$ cat src/rtl/pong_game_ctrl.sv
// Pong game sequencer: idle/serve/play/miss/game-over flow, score, lives, speed, serve position.
// Latency: start_btn edge to SERVE 3 clk; hit/miss to score/lives 1 clk; frame_tick to state change 1 clk.
// Backpressure: none; pulse inputs are consumed on the clk they are sampled.
// Ports: clk, rst (async, active-high); frame_tick, start_btn, hit, miss in;
//        ball_run, ball_load, serve_x, serve_y, ball_speed, score (BCD), lives, flash, game_over out.
module pong_game_ctrl #(
  parameter int LIVES            = 3,
  parameter int SERVE_FRAMES     = 60,
  parameter int MISS_FRAMES      = 90,
  parameter int HITS_PER_SPEEDUP = 8
) (
  input  logic       clk,
  input  logic       rst,
  input  logic       frame_tick,
  input  logic       start_btn,
  input  logic       hit,
  input  logic       miss,
  output logic       ball_run,
  output logic       ball_load,
  output logic [9:0] serve_x,
  output logic [8:0] serve_y,
  output logic [1:0] ball_speed,
  output logic [7:0] score,
  output logic [2:0] lives,
  output logic       flash,
  output logic       game_over
);

  localparam int FC_MAX = (SERVE_FRAMES > MISS_FRAMES) ? SERVE_FRAMES : MISS_FRAMES;
  // At least 4 bits so the flash bit (frame_cnt[3]) always exists.
  localparam int FCW    = ($clog2(FC_MAX) > 4) ? $clog2(FC_MAX) : 4;
  localparam int HCW    = $clog2(HITS_PER_SPEEDUP);

  typedef enum logic [2:0] {
    S_IDLE  = 3'd0,
    S_SERVE = 3'd1,
    S_PLAY  = 3'd2,
    S_MISS  = 3'd3,
    S_OVER  = 3'd4
  } state_t;

  state_t           state, state_n;
  logic [FCW-1:0]   frame_cnt, frame_cnt_n;
  logic [HCW-1:0]   hit_cnt, hit_cnt_n;
  logic [7:0]       lfsr;
  logic [7:0]       score_n;
  logic [2:0]       lives_n;
  logic [1:0]       speed_n;
  logic [9:0]       serve_x_n;
  logic             load_n;
  logic             sync1, sync2, sync3;
  logic             start_pulse;

  assign serve_y     = 9'd32;
  assign start_pulse = sync2 & ~sync3;

  // Two-digit BCD increment, holding at 99.
  function automatic logic [7:0] bcd_inc(input logic [7:0] v);
    if (v == 8'h99)
      bcd_inc = v;
    else if (v[3:0] == 4'd9)
      bcd_inc = {v[7:4] + 4'd1, 4'd0};
    else
      bcd_inc = {v[7:4], v[3:0] + 4'd1};
  endfunction

  always_comb begin
    state_n     = state;
    frame_cnt_n = frame_cnt;
    hit_cnt_n   = hit_cnt;
    score_n     = score;
    lives_n     = lives;
    speed_n     = ball_speed;
    serve_x_n   = serve_x;
    load_n      = 1'b0;
    case (state)
      S_IDLE, S_OVER: begin
        if (start_pulse) begin
          state_n   = S_SERVE;
          score_n   = 8'h00;
          lives_n   = 3'(LIVES);
          speed_n   = 2'd0;
          hit_cnt_n = '0;
        end
      end
      S_SERVE: begin
        if (frame_tick) begin
          if (frame_cnt == '0) state_n = S_PLAY;
          else                 frame_cnt_n = frame_cnt - 1'b1;
        end
      end
      S_PLAY: begin
        // miss has priority: a simultaneous hit does not score
        if (miss) begin
          state_n     = S_MISS;
          lives_n     = (lives != 3'd0) ? lives - 3'd1 : 3'd0;
          speed_n     = 2'd0;
          hit_cnt_n   = '0;
          frame_cnt_n = FCW'(MISS_FRAMES - 1);
        end else if (hit) begin
          score_n   = bcd_inc(score);
          hit_cnt_n = hit_cnt + 1'b1;
          // counter is a power of two, so all-ones means it wraps on this hit
          if (hit_cnt == '1 && ball_speed != 2'd3) speed_n = ball_speed + 2'd1;
        end
      end
      S_MISS: begin
        if (frame_tick) begin
          if (frame_cnt == '0) state_n = (lives == 3'd0) ? S_OVER : S_SERVE;
          else                 frame_cnt_n = frame_cnt - 1'b1;
        end
      end
      default: state_n = S_IDLE;
    endcase
    // Every entry into SERVE reloads the ball at a fresh pseudo-random X.
    if (state_n == S_SERVE && state != S_SERVE) begin
      frame_cnt_n = FCW'(SERVE_FRAMES - 1);
      load_n      = 1'b1;
      serve_x_n   = 10'd64 + {2'b00, lfsr};
    end
  end

  always_ff @(posedge clk or posedge rst) begin
    if (rst) begin
      state      <= S_IDLE;
      frame_cnt  <= '0;
      hit_cnt    <= '0;
      lfsr       <= 8'h01;
      sync1      <= 1'b0;
      sync2      <= 1'b0;
      sync3      <= 1'b0;
      ball_run   <= 1'b0;
      ball_load  <= 1'b0;
      serve_x    <= 10'd64;
      ball_speed <= 2'd0;
      score      <= 8'h00;
      lives      <= 3'd0;
      flash      <= 1'b0;
      game_over  <= 1'b0;
    end else begin
      sync1      <= start_btn;
      sync2      <= sync1;
      sync3      <= sync2;
      // Galois right-shift LFSR, taps for x^8+x^6+x^5+x^4+1
      lfsr       <= {1'b0, lfsr[7:1]} ^ (lfsr[0] ? 8'hB8 : 8'h00);
      state      <= state_n;
      frame_cnt  <= frame_cnt_n;
      hit_cnt    <= hit_cnt_n;
      score      <= score_n;
      lives      <= lives_n;
      ball_speed <= speed_n;
      serve_x    <= serve_x_n;
      ball_load  <= load_n;
      // Outputs decoded from next-state so they line up with the state register.
      ball_run   <= (state_n == S_PLAY);
      game_over  <= (state_n == S_OVER);
      flash      <= (state_n == S_MISS) && frame_cnt_n[3];
    end
  end

endmodule

$ cat config.mk
export PLATFORM = sky130hd
export DESIGN_NAME = pong_game_ctrl
export DESIGN_NICKNAME = d
export VERILOG_FILES = /design/src/rtl/pong_game_ctrl.sv
export SDC_FILE = /design/constraint.sdc
export NUM_CORES = 1
export LEC_CHECK = 0
export ABC_AREA = 0
export CELL_PAD_IN_SITES_DETAIL_PLACEMENT = 0
export CELL_PAD_IN_SITES_GLOBAL_PLACEMENT = 1
export CORE_MARGIN = 1
export CORE_UTILIZATION = 37
export DETAILED_ROUTE_END_ITERATION = 16
export GPL_ROUTABILITY_DRIVEN = 0
export GPL_TIMING_DRIVEN = 0
export PLACE_DENSITY = 0.76
export SYNTH_ARGS = -nofsm -noshare
export SYNTH_HDL_FRONTEND = slang
export SYNTH_SLANG_ARGS = --single-unit
$ cat constraint.sdc
create_clock -name clk -period 1.87 [get_ports clk]
set_input_delay 0.374 -clock clk [delete_from_list [all_inputs] [get_ports clk]]
set_output_delay 0.374 -clock clk [all_outputs]
set_load 0.02 [all_outputs]
==> flow_summary.ini <==
[outcome]
status = finished with violations
violations = setup timing

[detailed_routing]
detail-route-antenna-nets = 0
via_count = 1739
vias_per_cell = 4.926
dr.pass1.iters = 4
drcViolationCount = 0
drt_wl_total_um = 4625
wl_per_cell_um = 13.10
drt_iter0_drc = 61

[global_routing]
grt_pass1_vias = 1621
track_usage_pct = 15.21
antenna_found_initial = 0
grt_overflow = 0
grt_first_pass_wirelength_um = 7824
grt_max_degree = 27

[timing]
rsz0062_at_grt = true
fin_crit_sh_pct = 108.1
finalSetupTns_ns = -1.679
worst_slack_ns = -0.1514
hold_ws_ns = 0.3585
hold_viol_final = 0
relSlewSlack_pct = 63.11
layout_min_cycle_time_ns = 2.021
slew_violations = 0
finalSetupViolCount = 13
fmax_mhz = 494.7
clock-skew-final_ns = 0.006852
worst_pin_slew_ns = 0.5526

[logic_synthesis]
synthesis.area_um2 = 2409
synth_flop_cell = dfrtp_1
async_reset_ff_share_pct = 100.0
yosysWarnings = 0
yosys.cell_count.top_type = dfrtp_1
synth_largest_area_cell = dfrtp_1
syn-instance-count = 213
synth-edff-count = 0
ys_ff_latch = 50
synth_cell_types = 51
synth_area_per_cell_um2 = 11.31
synth_top_area_share_pct = 49.87
yosys-top-cells-count = dfrtp_1 (48), nor2_1 (19), o21ai_0 (14), nand2_1 (13), buf_4 (10)
yosys-top-cells-area = dfrtp_1 (50%), ha_1 (4.7%), buf_4 (3.1%)
ys_seq_area_share_pct = 52.05

[worst_setup_path]
crit_required_ns = 2.06
worst_setup_path_start_kind = flip-flop
cp_max_fo = 4
path_class = reg2reg
crit_slowest_cell = dfrtp_1
path_delay_family = simple AND/OR/NAND/NOR gates
critPathArrivalTime_ns = 2.21
cp_cell_sequence = inv_1, ha_2, nor4b_4, nand4_1, a21boi_4, nor2_4, buf_4, or3_1
max_stage_delay_ns = 0.39
path_buf_inv = 2
endpoint_kind = flip-flop

[floorplan]
std_cell_rows = 29
die_w_um = 82.68
ioPinCount = 42
initial_core_util_pct = 38.15
die_area_um2 = 6836
die_h_um = 82.68
core-area_um2 = 6314

[hold_path]
hp-class = reg2reg

[clocking]
cts.sinks = 50
cts_max_level = 2
clk_pin_slew_worst_paths_ns = 0.09
root_buffer = clkbuf_8
holdBufCountCts = 0
clock_path_buffers = 2
numCtsBuffers = 5
cts_tree = yes
clk_latency_ns = 0.30

[job]
cap_violations = 0

[power_and_ir_drop]
irDropWorstVdd_v = 0.0005277
powerDensity_nw_per_um2 = 820.8
p_leak_nw = 1.472

[cells_and_area]
final_nets = 290
seqCellArea_um2 = 1255
num_antenna_cells = 0
drive_gt1_share_pct = 25.36
fillers = 603
multi_input_area_um2 = 1116
synthToLayoutAreaGrowth_pct = 31.17
fin_cells = 353

[placed_design]
hpwl_um = 3215
numPortBuffers = 31
placed_cells = 330
[worst paths after layout]
path	startpoint	end	slack, ns	cells after the start
min in group asynchronous	rst	serve_x[2]$_DFFE_PP0P_	0.43	2
min	sync1$_DFF_PP0_	sync2$_DFF_PP0_	0.36	0
max reg2reg	frame_cnt[0]$_DFFE_PP0P_	frame_cnt[4]$_DFFE_PP0P_	-0.15	8
max in group asynchronous	rst	state[1]$_DFF_PP0_	0.91	3
min reg2reg	sync1$_DFF_PP0_	sync2$_DFF_PP0_	0.36	0
max	frame_cnt[0]$_DFFE_PP0P_	frame_cnt[4]$_DFFE_PP0P_	-0.15	8
[metrics by stage]
stage | util (%) | setup WS, ns | total power, mW | instance area, um^2
floorplan | - | -0.1523 | 1.683 | 2439
global placement | 45.07 | -0.6657 | 1.834 | 2845
detailed placement | 45.38 | -0.4213 | 1.857 | 2865
CTS | 48.20 | -0.1681 | 2.572 | 3043
global route | 50.04 | -0.2537 | 2.765 | 3159
finish | 50.04 | -0.1514 | 2.593 | 3159
[registers in the layout, indices dropped and copies added (netlist names)]
signal / count
lfsr: 8
sync1: 1
flash: 1
lives: 3
serve_x: 9
frame_cnt: 7
score: 8
ball_run: 1
state: 3
game_over: 1
ball_speed: 2
sync3: 1
sync2: 1
ball_load: 1
hit_cnt: 3
[kinds of logic after synthesis]
logic type               count (synthesis)  synth area share, %
AO/OA/AOI/OAI                           40                11.38
other                                    2               0.3118
buffers and inverters                   22                5.558
AND/OR/NAND/NOR                         69                16.57
XOR/XNOR                                11                4.000
flip-flops                              50                52.05
adder cells (fa/ha/maj)                  9                4.675
multiplexers                            10                5.454
[power by group]
part | internal (mW) | total, mW | leakage, nW | switching (mW)
clock network | 0.270 | 0.643 | 0.0447 | 0.372
logic | 0.339 | 0.651 | 0.790 | 0.312
registers | 1.19 | 1.30 | 0.638 | 0.110
[final cells by class]
cell class	count	area share, %
clock buffer	5	2.178
timing repair buffer	48	14.73
buffer	13	3.248
multi-input combinational	149	35.33
tap	77	3.050
clock inverter	3	0.7921
sequential	50	39.72
inverter	8	0.9505
[cell usage in the layout, fill, tap and decap left out, types with 3 or more instances in the layout]
cell type	n
or3_1	3
ha_1	8
clkdlybuf4s50_1	31
a21oi_1	3
xor2_1	6
nand4_1	3
nand3_1	6
mux2_4	7
nand2_1	12
inv_1	6
a21o_1	4
nor2_1	18
nor2b_1	3
xnor2_1	5
o21ai_0	14
nor3_1	4
dfrtp_1	47
buf_4	23
conb_1	10
buf_6	3
nand3b_1	3
clkbuf_8	5
mux2_2	3
[repair_timing]
action / 4_1_cts / 5_1_grt
pin swaps: 5 / 4
setup endpoints to repair: 19 / 23
setup buffers: 9 / 6
gates cloned: 0 / 1
resized for setup: 4 / 17
[routing by layer]
metal  part of all wire (%)  GRT usage, %  wire length (um)
met4                    1.1         4.138                52
met1                     48         21.22              2221
met3                    4.3         2.857               201
met2                     46         24.10              2150
met5                      0             0                 0
Power figures use the tool's default switching activity.
